File: src/rtl/alu_share_arbiter.sv
// Round-robin front end that shares one combinational ALU between two requesters,
// with registered operands and result. Define ALU_ARB_STATS_EN for grant/conflict counters.
module alu_share_arbiter #(
    parameter int DATA_WIDTH    = 32,
    parameter int OPCODE_LENGTH = 4
) (
    input  logic                     clk,
    input  logic                     rst_n,
    input  logic                     req0_valid,
    output logic                     req0_ready,
    input  logic [DATA_WIDTH-1:0]    req0_src_a,
    input  logic [DATA_WIDTH-1:0]    req0_src_b,
    input  logic [OPCODE_LENGTH-1:0] req0_op,
    input  logic                     req1_valid,
    output logic                     req1_ready,
    input  logic [DATA_WIDTH-1:0]    req1_src_a,
    input  logic [DATA_WIDTH-1:0]    req1_src_b,
    input  logic [OPCODE_LENGTH-1:0] req1_op,
    output logic                     rsp0_valid,
    input  logic                     rsp0_ready,
    output logic                     rsp1_valid,
    input  logic                     rsp1_ready,
    output logic [DATA_WIDTH-1:0]    rsp_result,
    output logic [DATA_WIDTH-1:0]    alu_src_a,
    output logic [DATA_WIDTH-1:0]    alu_src_b,
    output logic [OPCODE_LENGTH-1:0] alu_op,
`ifdef ALU_ARB_STATS_EN
    output logic [31:0]              grant0_cnt,
    output logic [31:0]              grant1_cnt,
    output logic [31:0]              conflict_cnt,
`endif
    input  logic [DATA_WIDTH-1:0]    alu_result
);

    typedef enum logic [1:0] {
        ST_IDLE = 2'd0,
        ST_EXEC = 2'd1,
        ST_HOLD = 2'd2
    } state_t;

    state_t                     state_q, state_d;
    logic                       owner_q, owner_d;
    logic                       last_grant_q, last_grant_d;
    logic                       rsp0_valid_q, rsp0_valid_d;
    logic                       rsp1_valid_q, rsp1_valid_d;
    logic [DATA_WIDTH-1:0]      rsp_result_q, rsp_result_d;
    logic [DATA_WIDTH-1:0]      issue_a_q, issue_a_d;
    logic [DATA_WIDTH-1:0]      issue_b_q, issue_b_d;
    logic [OPCODE_LENGTH-1:0]   issue_op_q, issue_op_d;

    logic                       grant0_s;
    logic                       grant1_s;
    logic                       both_valid_s;
    logic                       rsp_hs_s;

`ifdef ALU_ARB_STATS_EN
    logic [31:0]                grant0_cnt_q, grant0_cnt_d;
    logic [31:0]                grant1_cnt_q, grant1_cnt_d;
    logic [31:0]                conflict_cnt_q, conflict_cnt_d;
`endif

    assign both_valid_s = req0_valid & req1_valid;
    assign rsp_hs_s     = (state_q == ST_HOLD) & (owner_q ? rsp1_ready : rsp0_ready);

    // Round-robin grant; offered only while idle and out of reset so ready is 0 under reset.
    always_comb begin
        grant0_s = 1'b0;
        grant1_s = 1'b0;
        if (rst_n && (state_q == ST_IDLE)) begin
            if (both_valid_s) begin
                if (last_grant_q) begin
                    grant0_s = 1'b1;
                end else begin
                    grant1_s = 1'b1;
                end
            end else if (req0_valid) begin
                grant0_s = 1'b1;
            end else if (req1_valid) begin
                grant1_s = 1'b1;
            end else begin
                grant0_s = 1'b0;
                grant1_s = 1'b0;
            end
        end else begin
            grant0_s = 1'b0;
            grant1_s = 1'b0;
        end
    end

    // Next-state and datapath register update.
    always_comb begin
        state_d      = state_q;
        owner_d      = owner_q;
        last_grant_d = last_grant_q;
        rsp0_valid_d = rsp0_valid_q;
        rsp1_valid_d = rsp1_valid_q;
        rsp_result_d = rsp_result_q;
        issue_a_d    = issue_a_q;
        issue_b_d    = issue_b_q;
        issue_op_d   = issue_op_q;
`ifdef ALU_ARB_STATS_EN
        grant0_cnt_d   = grant0_cnt_q;
        grant1_cnt_d   = grant1_cnt_q;
        conflict_cnt_d = conflict_cnt_q;
`endif
        case (state_q)
            ST_IDLE: begin
                if (grant0_s || grant1_s) begin
                    // Issue registers feed the ALU directly, so they are only non-zero during EXEC.
                    issue_a_d    = grant1_s ? req1_src_a : req0_src_a;
                    issue_b_d    = grant1_s ? req1_src_b : req0_src_b;
                    issue_op_d   = grant1_s ? req1_op    : req0_op;
                    owner_d      = grant1_s;
                    last_grant_d = grant1_s;
                    state_d      = ST_EXEC;
`ifdef ALU_ARB_STATS_EN
                    if (grant1_s) begin
                        grant1_cnt_d = grant1_cnt_q + 32'd1;
                    end else begin
                        grant0_cnt_d = grant0_cnt_q + 32'd1;
                    end
                    if (both_valid_s) begin
                        conflict_cnt_d = conflict_cnt_q + 32'd1;
                    end else begin
                        conflict_cnt_d = conflict_cnt_q;
                    end
`endif
                end else begin
                    state_d = ST_IDLE;
                end
            end
            ST_EXEC: begin
                rsp_result_d = alu_result;
                issue_a_d    = {DATA_WIDTH{1'b0}};
                issue_b_d    = {DATA_WIDTH{1'b0}};
                issue_op_d   = {OPCODE_LENGTH{1'b0}};
                rsp0_valid_d = ~owner_q;
                rsp1_valid_d = owner_q;
                state_d      = ST_HOLD;
            end
            ST_HOLD: begin
                if (rsp_hs_s) begin
                    rsp0_valid_d = 1'b0;
                    rsp1_valid_d = 1'b0;
                    state_d      = ST_IDLE;
                end else begin
                    state_d = ST_HOLD;
                end
            end
            default: begin
                rsp0_valid_d = 1'b0;
                rsp1_valid_d = 1'b0;
                issue_a_d    = {DATA_WIDTH{1'b0}};
                issue_b_d    = {DATA_WIDTH{1'b0}};
                issue_op_d   = {OPCODE_LENGTH{1'b0}};
                state_d      = ST_IDLE;
            end
        endcase
    end

    // State and output registers; reset drops any in-flight operation.
    always_ff @(posedge clk or negedge rst_n) begin
        if (!rst_n) begin
            state_q      <= ST_IDLE;
            owner_q      <= 1'b0;
            last_grant_q <= 1'b1;
            rsp0_valid_q <= 1'b0;
            rsp1_valid_q <= 1'b0;
            rsp_result_q <= {DATA_WIDTH{1'b0}};
            issue_a_q    <= {DATA_WIDTH{1'b0}};
            issue_b_q    <= {DATA_WIDTH{1'b0}};
            issue_op_q   <= {OPCODE_LENGTH{1'b0}};
`ifdef ALU_ARB_STATS_EN
            grant0_cnt_q   <= 32'd0;
            grant1_cnt_q   <= 32'd0;
            conflict_cnt_q <= 32'd0;
`endif
        end else begin
            state_q      <= state_d;
            owner_q      <= owner_d;
            last_grant_q <= last_grant_d;
            rsp0_valid_q <= rsp0_valid_d;
            rsp1_valid_q <= rsp1_valid_d;
            rsp_result_q <= rsp_result_d;
            issue_a_q    <= issue_a_d;
            issue_b_q    <= issue_b_d;
            issue_op_q   <= issue_op_d;
`ifdef ALU_ARB_STATS_EN
            grant0_cnt_q   <= grant0_cnt_d;
            grant1_cnt_q   <= grant1_cnt_d;
            conflict_cnt_q <= conflict_cnt_d;
`endif
        end
    end

    assign req0_ready = grant0_s;
    assign req1_ready = grant1_s;
    assign rsp0_valid = rsp0_valid_q;
    assign rsp1_valid = rsp1_valid_q;
    assign rsp_result = rsp_result_q;
    assign alu_src_a  = issue_a_q;
    assign alu_src_b  = issue_b_q;
    assign alu_op     = issue_op_q;
`ifdef ALU_ARB_STATS_EN
    assign grant0_cnt   = grant0_cnt_q;
    assign grant1_cnt   = grant1_cnt_q;
    assign conflict_cnt = conflict_cnt_q;
`endif

endmodule
File: config.mk
export PLATFORM = sky130hd
export DESIGN_NAME = alu_share_arbiter
export DESIGN_NICKNAME = d
export VERILOG_FILES = /design/src/rtl/alu_share_arbiter.sv
export SDC_FILE = /design/constraint.sdc
export NUM_CORES = 1
export LEC_CHECK = 0
export CAP_MARGIN = 20
export CORE_MARGIN = 2
export CORE_UTILIZATION = 43
export CTS_BUF_LIST = sky130_fd_sc_hd__clkbuf_16
export DETAILED_ROUTE_END_ITERATION = 10
export GPL_ROUTABILITY_DRIVEN = 0
export GPL_TIMING_DRIVEN = 1
export PLACE_DENSITY = 0.94
export REMOVE_ABC_BUFFERS = 1
export SYNTH_ARGS = -nofsm -noshare
export SYNTH_HDL_FRONTEND = slang
export SYNTH_SLANG_ARGS = --single-unit
export TNS_END_PERCENT = 10
File: constraint.sdc
create_clock -name clk -period 2.87 [get_ports clk]
set_input_delay 0.574 -clock clk [delete_from_list [all_inputs] [get_ports clk]]
set_output_delay 0.574 -clock clk [all_outputs]
set_load 0.01 [all_outputs]
==> summary.txt <==
Outcome
  • Status: finished, final reports clean

Critical path
  • Crit path max-delay family: buffers and inverters
  • R2R depth: 4
  • CP Capture Type: output port
  • CP max stage cell: clkdlybuf4s50_1
  • Most used cell, CP: clkdlybuf4s50_1
  • CP Buf/Inv Count: 2
  • Type of the worst setup path: in -> out
  • Worst path depth: 4
  • Critical Path, Cell by Cell: clkdlybuf4s50_1, a21boi_4, and2_1, clkdlybuf4s50_1
  • Worst EP required: 2.30 ns
  • CP startpoint kind: input port
  • Critical path data arrival time: around 2.1 ns
  • Critical path peak fanout: 6
  • Slowest cell delay on critical path: about 0.60 ns

Routing
  • Final WL: approximately 19000 um
  • Starting DRT DRC Count: 514
  • DRT antenna net count: 0
  • Via count: 5583
  • Routed wire per std cell: roughly 21 um
  • Via-to-Cell Ratio: around 6.3
  • TritonRoute pass-1 iters: 5
  • DR DRC count: 0

Pwr
  • LEAKAGE: roughly 0.0031 uW
  • Internal Pwr Total: ~5200 uW
  • Sequential share of power: 0.336
  • Clock power frac: 0.148
  • Sw Pwr: between 3000 and 4000 uW
  • Peak supply drop: a little over 400 uV
  • Sw Share: 0.367
  • P per Cell Area: between 900 and 1000 nW/um^2
  • Logic pwr share: 0.516

Die
  • Initial Utilization: 0.442
  • IO Pins: roughly 280
  • Die H: roughly 120 um
  • Core area: approximately 12000 um^2
  • Die area: 13200 um^2
  • Width of the die: ~120 um
  • Num rows: 40

Global routing
  • First-pass GRT wire length: between 20000 and 30000 um
  • Vias in the first global route: ~5.7k
  • Total grt overflow: 0
  • Pin count of the biggest net entering global routing: between 70 and 80
  • GRT Total Usage: 0.285
  • Initial antenna violation count: 0

Flow run
  • Max cap viols: 0

STA
  • Period utilisation layout: 0.918
  • Fmax: between 300 and 400 MHz
  • RSZ-0062 raised after global routing: no
  • Final hold violations: 0
  • Fin crit period: approximately 2.6 ns
  • Endpoints failing setup: 0
  • Slew HR: 0.439
  • Final Slew Violations: 0
  • Worst Tran Pin Value: approximately 0.84 ns
  • Clk_skew: between 0.004 and 0.005 ns
  • Hold slack final: 0.0614 ns

Placed design
  • Final HPWL DP: 13000 um
  • Placed Instances: a little under 900
  • I/O Buffers: 277

Clock network
  • Post-CTS Resized: 0
  • Setup bufs post-CTS: 0
  • Clk pin slew, worst setup/hold paths: roughly 0.07 ns
  • Sink count of the clock tree: roughly 110
  • H-tree Lvls: 3
  • Max clock buf depth: 2
  • Clk_lat worst skew: ~0.34 ns
  • Num CTS Buffers: 9
  • CTS Root Buffer Type: clkbuf_16
  • CTS tree: done
  • Hold bufs inserted after CTS: 0

Worst hold path
  • Hold WC Path Type: in -> async

Logic synthesis
  • Area leader, netlist: dfrtp_1
  • Seq/Total Area, Yosys: 0.500
  • Synth Register Bits: 106
  • Ys async rst share: 1.00
  • Post-Syn Area per Cell: around 10 um^2
  • Number of flops mapped to enable cells by yosys: 0
  • Count of different cell masters after synthesis: 27
  • Yosys top cell area share: 0.495
  • Dominant synthesized flop cell: dfrtp_1
  • Synth Warn #: 0
  • Synthesized area: 5300 um^2
  • Cells taking the most area after synthesis: dfrtp_1, a211oi_1, o211ai_1, a31oi_1, mux2_2
  • Post-Syn Instances: between 500 and 600

Layout
  • Share of cells above drive strength 1: 0.0995
  • Fin nets: between 900 and 1k
  • Area growth syn-to-layout: 58.4%
  • Finished Layout Cells: roughly 900
  • Fillcell total: 829
  • ANT cells: 0
-- area by class of cell --
type	instances	area, um^2	area share
clock buffer	9	225	0.0268
clock inverter	6	58.8	0.00700
inverter	2	7.51	0.000894
multi-input combinational	327	2350	0.279
sequential	106	2660	0.316
tap	147	184	0.0219
timing repair buffer	294	2920	0.348
-- cells by family after synthesis --
kind of cell	count (synthesis)	synth area share
AO/OA/AOI/OAI	214	0.288
flip-flops	106	0.500
AND/OR/NAND/NOR	79	0.0774
buffers and inverters	74	0.0627
multiplexers	34	0.0717
-- cells in the mapped netlist, types with 2 or more instances --
cell type and n:
dfrtp_1 105, a211oi_1 69, a31oi_1 69, nand3_1 68, o211ai_1 68, clkbuf_1 41, mux2_2 32, buf_2 26
a21bo_2 2, a21oi_1 2, and2_1 2, buf_4 2, buf_6 2, mux2i_1 2, nand2b_1 2, nor2_1 2
nor2b_1 2, o2bb2ai_1 2
-- metrics by stage --
stage          setup TNS (ns)  worst slack (ns)  instance area (um^2)  utilization  power (uW)
2_1_floorplan         -117.41             -1.52                  4980            -        4520
3_3_place_gp                0             0.223                  8120        0.676        6790
3_5_place_dp                0             0.217                  8120        0.676        7000
4_1_cts                     0             0.218                  8400        0.699        8230
5_1_grt                     0             0.174                  8400        0.699        8670
6_report                    0             0.235                  8400        0.699        8210
-- registers in the layout, indices dropped and copies added, names as in the netlist --
register	count
alu_src_a	32
last_grant_q	1
alu_src_b	32
alu_op	4
rsp_result	32
rsp1_valid	1
owner_q	1
rsp0_valid	1
state_q	2
-- cell usage in the layout (no fill, tap or decap), types with 2 or more instances in the layout --
cell | netlist | final
a31oi_1 | 69 | 69
nand2b_1 | 2 | 2
dfrtp_1 | 105 | 104
nand3_1 | 68 | 68
buf_4 | 2 | 16
mux2i_1 | 2 | 2
a21oi_1 | 2 | 2
a21bo_2 | 2 | 2
mux2_2 | 32 | 32
buf_12 | 0 | 2
clkinv_1 | 0 | 2
clkdlybuf4s50_1 | 0 | 276
clkbuf_16 | 0 | 9
and2_1 | 2 | 2
o2bb2ai_1 | 2 | 2
a211oi_1 | 69 | 69
o211ai_1 | 68 | 68
-- power groups by stage --
stage	clock network, uW	registers, uW	logic [uW]
6_report	1220	2760	4240
5_1_grt	1300	2840	4520
4_1_cts	1230	2760	4250
3_5_place_dp	0	2780	4230
3_3_place_gp	0	2710	4080
2_1_floorplan	0	3090	1430
-- worst paths after layout --
path | start | to | slack [ns]
hold reg to reg | rsp_result[30] | rsp_result[30] | 0.51
setup / recovery | req1_valid | req1_ready | 0.23
min in group clk | rsp_result[30] | rsp_result[30] | 0.51
setup reg to reg | state_q[1] | alu_src_a[14] | 0.80
hold / removal | rst_n | owner_q | 0.06
max in group asynchronous | rst_n | alu_src_b[20] | 1.28
-- routing by layer --
metal	track usage	wire length (um)	vias to the layer above
met1	0.331	7280	2748
met4	0.111	429	0
li1	-	-	2462
met5	0	0	-
met3	0.0833	1820	39
met2	0.498	9500	334
Note: power is estimated with default switching activity, not from simulation.
